**config.mk**
```make
export PLATFORM = sky130hd
export DESIGN_NAME = opensync_parse
export DESIGN_NICKNAME = d
export VERILOG_FILES = /design/src/rtl/opensync_parse_pkg.sv /design/src/rtl/opensync_field_shift.sv /design/src/rtl/opensync_parse.sv
export SDC_FILE = /design/constraint.sdc
export NUM_CORES = 1
export LEC_CHECK = 0
export ABC_AREA = 0
export ABC_CLOCK_PERIOD_IN_PS = 3700
export BUFFER_PORTS_ARGS = -buffer_cell sky130_fd_sc_hd__buf_2
export CORE_UTILIZATION = 61
export CTS_BUF_LIST = sky130_fd_sc_hd__clkbuf_2 sky130_fd_sc_hd__clkbuf_4 sky130_fd_sc_hd__clkbuf_8
export CTS_CLUSTER_DIAMETER = 120
export CTS_CLUSTER_SIZE = 20
export DETAILED_ROUTE_END_ITERATION = 7
export PLACE_DENSITY = 0.85
export SLEW_MARGIN = 20
export SYNTH_ARGS = -nofsm -noshare
export SYNTH_HDL_FRONTEND = slang
export SYNTH_HIERARCHICAL = 1
export SYNTH_SLANG_ARGS = --single-unit
```
**constraint.sdc**
```tcl
create_clock -name i_clk -period 3.7 [get_ports i_clk]
set_input_delay 0.925 -clock i_clk [delete_from_list [all_inputs] [get_ports i_clk]]
set_output_delay 0.925 -clock i_clk [all_outputs]
set_load 0.05 [all_outputs]
```
**src/rtl/opensync_parse_pkg.sv**
```systemverilog
// Shared definitions for the OpenSync TSMP node-side parser: FSM states,
// frame byte offsets and TSMP header constants.
package opensync_parse_pkg;

  localparam int unsigned IDX_W = 6;

  typedef enum logic [2:0] {
    IDLE_S    = 3'd0,
    HEAD_S    = 3'd1,
    PAYLOAD_S = 3'd2,
    TAIL_S    = 3'd3,
    DISCARD_S = 3'd4
  } state_e;

  localparam logic [IDX_W-1:0] DMAC_LAST_IDX = 6'd5;
  localparam logic [IDX_W-1:0] SMAC_OFS      = 6'd6;
  localparam logic [IDX_W-1:0] ETHTYPE_OFS   = 6'd12;
  localparam logic [IDX_W-1:0] TYPE_OFS      = 6'd14;
  localparam logic [IDX_W-1:0] SUBTYPE_OFS   = 6'd15;
  localparam logic [IDX_W-1:0] PAYLOAD_OFS   = 6'd16;
  localparam logic [IDX_W-1:0] TS_OFS        = 6'd17;
  localparam logic [IDX_W-1:0] SEQ_OFS       = 6'd25;
  localparam logic [IDX_W-1:0] MIN_LAST_IDX  = 6'd28;
  localparam logic [IDX_W-1:0] IDX_MAX       = 6'd63;

  localparam logic [15:0] TSMP_ETHTYPE       = 16'hFF01;
  localparam logic [7:0]  TSMP_TYPE_OPENSYNC = 8'h06;
  localparam logic [7:0]  OSYNC_SUB_TO_NODE  = 8'h03;

  // Byte index that sticks at IDX_MAX so long frames never wrap into the header.
  function automatic logic [IDX_W-1:0] idx_inc(input logic [IDX_W-1:0] idx);
    return (idx == IDX_MAX) ? idx : idx + IDX_W'(1);
  endfunction

endpackage

```
**src/rtl/opensync_field_shift.sv**
```systemverilog
// Byte-indexed shift-capture register: shifts in bytes FIRST_IDX..FIRST_IDX+WIDTH/8-1
// MSB first and exposes the next-cycle value so a commit can include the current byte.
module opensync_field_shift
  import opensync_parse_pkg::*;
#(
  parameter int unsigned      WIDTH     = 8,
  parameter logic [IDX_W-1:0] FIRST_IDX = '0
) (
  input  logic             clk,
  input  logic             rst_n,
  input  logic             en,
  input  logic [IDX_W-1:0] idx,
  input  logic [7:0]       byte_in,
  output logic [WIDTH-1:0] val_o
);

  localparam logic [IDX_W-1:0] LAST_IDX = FIRST_IDX + IDX_W'(WIDTH / 8 - 1);

  logic [WIDTH-1:0] val_q, val_d;
  logic [WIDTH-1:0] shifted;
  logic             hit;

  if (WIDTH > 8) begin : g_wide
    assign shifted = {val_q[WIDTH-9:0], byte_in};
  end else begin : g_byte
    assign shifted = byte_in;
  end

  // NOTE: every signal written here gets a value on every path; a path that
  // leaves one unassigned turns it into a latch.
  always_comb begin
    hit   = en && (idx >= FIRST_IDX) && (idx <= LAST_IDX);
    val_d = val_q;
    if (hit) val_d = shifted;
  end

  // NOTE: reset is synchronous (sampled on the clock edge), and state flops use
  // non-blocking assignments so all registers update together after the edge.
  always_ff @(posedge clk) begin
    if (!rst_n) val_q <= '0;
    else        val_q <= val_d;
  end

  assign val_o = val_d;

endmodule

```
**src/rtl/opensync_parse.sv**
```systemverilog
// OpenSync TSMP node-side frame terminator: validates header and extracts the sync payload.
// Optional destination-MAC filter is compiled in with `define OPENSYNC_DMAC_CHECK_EN.
module opensync_parse
  import opensync_parse_pkg::*;
(
  input  logic        i_clk,
  input  logic        i_rst_n,
  input  logic [47:0] iv_hcp_mac,
  input  logic [8:0]  iv_data,
  input  logic        i_data_wr,
  output logic        o_msg_valid,
  output logic [7:0]  ov_msg_type,
  output logic [63:0] ov_timestamp,
  output logic [31:0] ov_seq_id,
  output logic [47:0] ov_smac,
  output logic [15:0] ov_err_cnt
);

  state_e           state_q, state_d;
  logic [IDX_W-1:0] idx_q, idx_d;
  logic [15:0]      err_cnt_q, err_cnt_d;
  logic             msg_valid_q, msg_valid_d;
  logic [7:0]       msg_type_q, msg_type_d;
  logic [63:0]      timestamp_q, timestamp_d;
  logic [31:0]      seq_id_q, seq_id_d;
  logic [47:0]      smac_q, smac_d;

  logic [7:0]       rx_byte;
  logic             rx_delim;
  logic             cap_en;
  logic             commit;
  logic             frame_bad;
  logic             hdr_ok;
  logic             dmac_bad;

  logic [7:0]       msg_type_sh;
  logic [63:0]      timestamp_sh;
  logic [31:0]      seq_id_sh;
  logic [47:0]      smac_sh;

  assign rx_byte  = iv_data[7:0];
  assign rx_delim = iv_data[8];

  opensync_field_shift #(.WIDTH(8), .FIRST_IDX(PAYLOAD_OFS)) u_msg_type (
    .clk(i_clk), .rst_n(i_rst_n), .en(cap_en), .idx(idx_q), .byte_in(rx_byte),
    .val_o(msg_type_sh)
  );

  opensync_field_shift #(.WIDTH(64), .FIRST_IDX(TS_OFS)) u_timestamp (
    .clk(i_clk), .rst_n(i_rst_n), .en(cap_en), .idx(idx_q), .byte_in(rx_byte),
    .val_o(timestamp_sh)
  );

  opensync_field_shift #(.WIDTH(32), .FIRST_IDX(SEQ_OFS)) u_seq_id (
    .clk(i_clk), .rst_n(i_rst_n), .en(cap_en), .idx(idx_q), .byte_in(rx_byte),
    .val_o(seq_id_sh)
  );

  opensync_field_shift #(.WIDTH(48), .FIRST_IDX(SMAC_OFS)) u_smac (
    .clk(i_clk), .rst_n(i_rst_n), .en(cap_en), .idx(idx_q), .byte_in(rx_byte),
    .val_o(smac_sh)
  );

`ifdef OPENSYNC_DMAC_CHECK_EN
  logic       mac_ok_q, mac_ok_d;
  logic       bc_ok_q, bc_ok_d;
  logic [7:0] mac_byte;

  // Unicast and broadcast matches are tracked in parallel; the frame is
  // rejected only when neither survives all six DMAC bytes.
  always_comb begin
    case (idx_q)
      6'd0:    mac_byte = iv_hcp_mac[47:40];
      6'd1:    mac_byte = iv_hcp_mac[39:32];
      6'd2:    mac_byte = iv_hcp_mac[31:24];
      6'd3:    mac_byte = iv_hcp_mac[23:16];
      6'd4:    mac_byte = iv_hcp_mac[15:8];
      6'd5:    mac_byte = iv_hcp_mac[7:0];
      default: mac_byte = 8'h00;
    endcase
    mac_ok_d = mac_ok_q;
    bc_ok_d  = bc_ok_q;
    if (idx_q <= DMAC_LAST_IDX) begin
      mac_ok_d = (rx_byte == mac_byte) && ((idx_q == '0) || mac_ok_q);
      bc_ok_d  = (rx_byte == 8'hFF)    && ((idx_q == '0) || bc_ok_q);
    end
    dmac_bad = (idx_q == DMAC_LAST_IDX) && !(mac_ok_d || bc_ok_d);
  end

  always_ff @(posedge i_clk) begin
    if (!i_rst_n) begin
      mac_ok_q <= 1'b0;
      bc_ok_q  <= 1'b0;
    end else begin
      mac_ok_q <= mac_ok_d;
      bc_ok_q  <= bc_ok_d;
    end
  end
`else
  logic unused_hcp_mac;
  assign unused_hcp_mac = ^iv_hcp_mac;
  assign dmac_bad       = 1'b0;
`endif

  always_comb begin
    hdr_ok = 1'b1;
    case (idx_q)
      ETHTYPE_OFS:         hdr_ok = (rx_byte == TSMP_ETHTYPE[15:8]);
      ETHTYPE_OFS + 6'd1:  hdr_ok = (rx_byte == TSMP_ETHTYPE[7:0]);
      TYPE_OFS:            hdr_ok = (rx_byte == TSMP_TYPE_OPENSYNC);
      SUBTYPE_OFS:         hdr_ok = (rx_byte == OSYNC_SUB_TO_NODE);
      default:             hdr_ok = 1'b1;
    endcase
  end

  // Frame FSM: idx_q is always 0 in IDLE_S, so the start byte is index 0.
  always_comb begin
    state_d   = state_q;
    idx_d     = idx_q;
    cap_en    = 1'b0;
    commit    = 1'b0;
    frame_bad = 1'b0;

    if (state_q == IDLE_S) begin
      if (i_data_wr && rx_delim) begin
        state_d = HEAD_S;
        idx_d   = IDX_W'(1);
      end
    end else if (!i_data_wr) begin
      frame_bad = 1'b1;
      state_d   = IDLE_S;
      idx_d     = '0;
    end else begin
      cap_en = 1'b1;
      idx_d  = idx_inc(idx_q);
      unique case (state_q)
        HEAD_S: begin
          if (rx_delim)                 frame_bad = 1'b1;
          else if (!hdr_ok || dmac_bad) state_d   = DISCARD_S;
          else if (idx_q == SUBTYPE_OFS) state_d  = PAYLOAD_S;
        end
        PAYLOAD_S: begin
          if (rx_delim) begin
            if (idx_q == MIN_LAST_IDX) commit    = 1'b1;
            else                       frame_bad = 1'b1;
          end else if (idx_q == MIN_LAST_IDX) begin
            state_d = TAIL_S;
          end
        end
        TAIL_S:    if (rx_delim) commit    = 1'b1;
        DISCARD_S: if (rx_delim) frame_bad = 1'b1;
        default:   state_d = IDLE_S;
      endcase
      if (rx_delim) begin
        state_d = IDLE_S;
        idx_d   = '0;
      end
    end
  end

  // Outputs only move on a committed frame; the shadows already include the last byte.
  always_comb begin
    err_cnt_d   = err_cnt_q;
    if (frame_bad && (err_cnt_q != '1)) err_cnt_d = err_cnt_q + 16'd1;
    msg_valid_d = commit;
    msg_type_d  = commit ? msg_type_sh  : msg_type_q;
    timestamp_d = commit ? timestamp_sh : timestamp_q;
    seq_id_d    = commit ? seq_id_sh    : seq_id_q;
    smac_d      = commit ? smac_sh      : smac_q;
  end

  always_ff @(posedge i_clk) begin
    if (!i_rst_n) begin
      state_q     <= IDLE_S;
      idx_q       <= '0;
      err_cnt_q   <= '0;
      msg_valid_q <= 1'b0;
      msg_type_q  <= '0;
      timestamp_q <= '0;
      seq_id_q    <= '0;
      smac_q      <= '0;
    end else begin
      state_q     <= state_d;
      idx_q       <= idx_d;
      err_cnt_q   <= err_cnt_d;
      msg_valid_q <= msg_valid_d;
      msg_type_q  <= msg_type_d;
      timestamp_q <= timestamp_d;
      seq_id_q    <= seq_id_d;
      smac_q      <= smac_d;
    end
  end

  assign o_msg_valid  = msg_valid_q;
  assign ov_msg_type  = msg_type_q;
  assign ov_timestamp = timestamp_q;
  assign ov_seq_id    = seq_id_q;
  assign ov_smac      = smac_q;
  assign ov_err_cnt   = err_cnt_q;

endmodule

```
# Yosys cells after proc, flatten, opt, wreduce, memory -nomap -nowiden
# Index checks and enable logic that the tools add are counted.
word_totals:
  reg_bits: 330
  input_bits: 60
  elab_cells: 88
op_classes:
  n_addsub: 2
  n_lt_le_gt_ge: 8
  n_eq_ne: 20
  muxes: 31
  reduce_logical: 15
op_table:
  columns: ["operator", "count"]
  rows:
  - ["$mux W64", 1]
  - ["$mux W48", 1]
  - ["$mux W32", 1]
  - ["$mux W6", 5]
  - ["$eq A6 B4 Y1 const B", 4]
  - ["$mux W3", 7]
  - ["$ge A6 B5 Y1 const B", 3]
  - ["$le A6 B5 Y1 const B", 3]
  - ["$add A16 B1 Y16 const B", 1]
  - ["$ne A16 B16 Y1 const B", 1]
  - ["$mux W1", 11]
  - ["$logic_and A1 B1 Y1", 10]
  - ["$pmux W3 S3", 1]
  - ["$eq A8 B1 Y1 const B", 1]
  - ["$eq A8 B2 Y1 const B", 1]
  - ["$eq A8 B3 Y1 const B", 1]
  - ["$eq A8 B8 Y1 const B", 1]
  - ["$mux W8", 1]
  - ["$add A6 B1 Y6 const B", 1]
  - ["$eq A3 B2 Y1 const B", 2]
  - ["$eq A6 B5 Y1 const B", 1]
  - ["$eq A6 B6 Y1 const B", 1]
  - ["$ge A6 B3 Y1 const B", 1]
  - ["$le A6 B4 Y1 const B", 1]
  - ["13 further kinds", 15]

# Logic depth before layout (Yosys ltp)
depth:
  word_depth: 7
  depth_mapped: 11
  depth_no_buf: 8

# Modules after synthesis
# The synthesis kept the hierarchy.
by_module_without_submodules:
  columns: ["mod", "n_inst", "cells_each", "area_per_inst_um2", "seq_area_each_um2"]
  rows:
  - ["opensync_parse", 1, 852, 6731.5, 3563.4]
  - ["opensync_field_shift at u_timestamp", 1, 290, 3096.7, 1281.2]
  - ["opensync_field_shift at u_smac", 1, 382, 2771.4, 960.9]
  - ["opensync_field_shift at u_seq_id", 1, 151, 1719.1, 640.6]
  - ["opensync_field_shift at u_msg_type", 1, 47, 455.4, 160.2]

# Worst setup path after synthesis
# Ideal clock, no wire load.
synth_path:
  path_type: "input -> register"
  from: "input port iv_data[4]"
  to: "register state_q[1]"
  t_arrival_ns: 2.462
  path_slack_ns: 1.121
  path_stages: 6
  n_path_buf: 0
  cell_sequence: "or4_1 -> a2111oi_4 -> a41o_2 -> o21ai_2 -> o211a_4 -> a41o_1"
synth_via:
  elab_chain_len: 7
  word_cells_on_any_way: 12
  classes_between: "5 x eq/ne; 6 x mux; 1 x reduce/logical"
synth_rtl:
  columns: ["item", "line", "text"]
  rows:
  - ["from (decl)", "opensync_parse.sv:9", "input logic [8:0] iv_data,"]
  - ["$eq A8 B2 Y1 (tied with other cells)", "opensync_parse.sv:111", "SUBTYPE_OFS: hdr_ok = (rx_byte == OSYNC_SUB_TO_NODE);"]
  - ["$pmux W1 S4 (*)", "opensync_parse.sv:107", "case (idx_q)"]
  - ["$mux W3", "opensync_parse.sv:139", "else if (!hdr_ok || dmac_bad) state_d = DISCARD_S;"]
  - ["$pmux W3 S3", "opensync_parse.sv:136", "unique case (state_q)"]
  - ["$mux W3", "opensync_parse.sv:154", "if (rx_delim) begin"]
  - ["$mux W3", "opensync_parse.sv:129", "end else if (!i_data_wr) begin"]
  - ["$mux W3", "opensync_parse.sv:124", "if (state_q == IDLE_S) begin"]
  - ["to (signal assigned)", "opensync_parse.sv:183", "state_q <= state_d;"]
  - ["to (decl)", "opensync_parse.sv:19", "state_e state_q, state_d;"]
# Mark *: on every way between the ends. The rest lies on a longest branch, timed or not.
# A chain may end at the register's enable or synchronous reset.

# Worst setup path in the final report
layout_path:
  from: "register idx_q[0]"
  to: "register smac_q[3] (netlist: ov_smac[3])"
layout_via:
  elab_chain_len: 6
  word_cells_on_any_way: 11
  classes_between: "2 x order compare; 1 x eq/ne; 6 x mux; 2 x reduce/logical"
layout_rtl:
  columns: ["item", "line", "text"]
  rows:
  - ["from (decl)", "opensync_parse.sv:20", "logic [IDX_W-1:0] idx_q, idx_d;"]
  - ["from (signal assigned)", "opensync_parse.sv:184", "idx_q <= idx_d;"]
  - ["$eq A6 B5 Y1", "opensync_parse.sv:144", "if (idx_q == MIN_LAST_IDX) commit = 1'b1;"]
  - ["$mux W1", "opensync_parse.sv:144", null]
  - ["$mux W1", "opensync_parse.sv:143", "if (rx_delim) begin"]
  - ["$pmux W1 S2", "opensync_parse.sv:136", null]
  - ["$mux W1", "opensync_parse.sv:129", null]
  - ["$mux W1", "opensync_parse.sv:124", null]
  - ["to (signal assigned)", "opensync_parse.sv:190", "smac_q <= smac_d;"]
  - ["to (decl)", "opensync_parse.sv:26", "logic [47:0] smac_q, smac_d;"]
# Several ways; a longest one is shown, not always the timed one.

==> out/metrics.cfg <==
[grt]
globalRoute.busiestLayer=met2
antenna_found_initial=2
grt_util_met2_pct=44.33
use_met1_pct=35.46
track_usage_pct=26.44
grt_overflow=0
grt_use_met3_pct=3.750
grt_pass1_wl_um=54160
grt_pass1_vias=11127
grt_start_max_net_pins=133

[timing]
period_share_pct=77.00
worst_slew_pin_slew_ns=1.009
finalHoldViolCount=0
worst_slack_ns=0.8512
tns_ns=0
slew_viol_final=0
skew_ns=0.02883
slew_headroom_pct=32.76
rsz0062_at_grt=false
setup_viol=0
fmax_mhz=351.0
finalCriticalPeriod_ns=2.849

[route]
first_pass_iters=6
drt_iter0_drc=1081
drc=0
vias_per_cell=5.728
wl_per_cell_um=15.77
routed_wl_um=33620
vias=12212
ant_nets=0

[critical_path]
crit_required_ns=4.19
timing.rr.end=ov_smac[3]
r2r_cells=9
crit_fanout=85
r2r-start=idx_q[0]
critPathLaunch=idx_q[0]
critical_path_class=flip-flop to flip-flop
cp.arrival_ns=3.34
reg2reg_slack_ns=0.85
worstSetupStartpointType=flip-flop
end_kind=flip-flop

[logic_synthesis]
synth_nets=1787
synth_warnings=6
synth_edf_count=0
syn_avg_cell_area_um2=8.580
async_flop_share_pct=0
synth_cells=1722
yosysUniqueCellTypes=62
synth-seq-area-share_pct=44.72
ys.flop_type=dfxtp_1
ys_seq_elements=330
synth_area_um2=14770

[clocking]
cts.htree.levels=1
numCtsBuffers=20
clock_path_buffers=3
cts_tree=yes
postCtsSetupBuffers=0
cts_sinks=330
cts_resized=0
cts-root-buf=clkbuf_8
path_clk_slew_ns=0.12
postCtsHoldBufs=0
worstSkewPairLatency_ns=0.56

[power_and_ir_drop]
powerDensity_nw_per_um2=358.4
peakVddDrop_v=0.0002874
leakagePower_nw=5.953

[finish]
mostFrequentLayoutCells=nand2_1 (504), dfxtp_1 (330), buf_2 (179), a21oi_1 (157), mux2i_1 (106)
mostFrequentLayoutCell=nand2_1
layout-drive-gt1-share_pct=16.17
finalNetCount=1877
fillers=1903
area_delta_synth_final_pct=7.859
utilization_pct=67.49

[die]
ioPinCount=229
core_um2=23610
die-area_um2=24850
row_count=56
initial_core_util_pct=62.57
fp.dieH_um=157.6
chipWidth_um=157.6

[min_path]
hold_end=ov_smac[12]
hold_depth=2
worst_hold_path_type=flip-flop to flip-flop
hp-start=ov_smac[12]

[placement]
gp_congestion=0.7856
dp_slack_ns=0.5045
place_hpwl_um=21820
port_buffers=180

[status]
outcome=completed

[flow_run]
cap_violations=0

## synthesized netlist by cell type, types with 3 or more instances
master	instances	share of area, %
nand2_1	504	13
dfxtp_1	330	45
a21oi_1	157	5.3
mux2i_1	106	7.2
clkbuf_1	82	2.1
nand3_1	72	2.4
mux2_1	56	4.3
inv_1	53	1.3
a211o_1	48	2.8
a31oi_1	48	2.0
o21ai_0	44	1.5
mux2_4	28	2.8
nor2_1	25	0.64
buf_2	23	0.78
mux2_2	20	1.5
buf_6	18	1.4
xor2_1	12	0.71
nand4_1	8	0.34
nor4_1	8	0.34
buf_4	7	0.36
ha_1	5	0.42
nor3_1	4	0.14
and3_1	3	0.13
buf_12	3	0.41
nand2b_1	3	0.13
o21ai_1	3	0.10
o31ai_1	3	0.15
or3_1	3	0.13
or4_1	3	0.15
## stage by stage
step	power, mW	cells	hold slack (ns)	area, µm²
final	5.712	2132	0.4592	15940
after global routing	5.943	2131	0.4763	15930
after CTS	5.745	2131	0.4613	15930
after detailed placement	4.178	2109	0.4444	15630
after global placement	4.155	2109	0.4389	15630
after floorplan	4.087	1722	0.4306	14770
## final cells by class
class | count | area, µm² | share of cell area (%)
sequential | 330 | 6606 | 41.46
tap | 319 | 399.1 | 2.505
antenna | 1 | 2.502 | 0.01570
clock buffer | 21 | 289.0 | 1.814
multi-input combinational | 1202 | 7252 | 45.51
timing repair buffer | 203 | 1164 | 7.302
clock inverter | 1 | 11.26 | 0.07067
inverter | 55 | 211.5 | 1.327
## how the worst max path moves through the flow
stage	endpoint	slack [ns]
finish	ov_smac[3]	0.85
global route	ov_smac[1]	0.61
CTS	ov_timestamp[4]	0.85
detailed placement	ov_timestamp[3]	0.50
global placement	ov_timestamp[3]	0.55
floorplan	state_q[1]	1.12
## critical path: stages (launching register included)
cell and delay (ns):
dfxtp_1 0.60, inv_1 0.12, ha_1 0.23, nand2b_1 0.12, nor2_1 0.07, nor2_1 0.22, or4_4 0.67, buf_12 0.41
nand2_1 0.10, a21oi_1 0.18
## registers in the layout, summed over array words and instances (netlist names)
name / flops
idx_q: 6
o_msg_valid: 1
ov_err_cnt: 16
ov_msg_type: 8
ov_seq_id: 32
ov_smac: 48
ov_timestamp: 64
state_q: 3
u_msg_type/val_q: 8
u_seq_id/val_q: 32
u_smac/val_q: 48
u_timestamp/val_q: 64
## cell families (layout without fill, tap and decap cells)
family	after synthesis	count (layout)	share of synthesized area (%)
AOI/OAI and AO/OA	322	322	13.28
and+or+nand+nor	652	652	18.55
adders and majority gates	5	5	0.4234
buffers and inverters	190	280	6.445
DFF	330	330	44.72
xor gates and xnor gates	13	13	0.7707
muxes	210	210	15.82
other	0	1	0
## routing by layer
metal  part of all wire (%)  up-vias
met5                  0.039        -
met4                    2.0        2
met3                    4.9       59
met2                     47      315
met1                     46     5801
li1                       -     6035
## where the power goes
group	switching [mW]	internal [mW]	leakage (nW)	total, mW
combinational	0.299	0.131	3.13	0.430
clock	1.08	0.523	0.157	1.61
sequential	0.0596	3.62	2.66	3.68
Note: power is estimated with default switching activity, not from simulation.
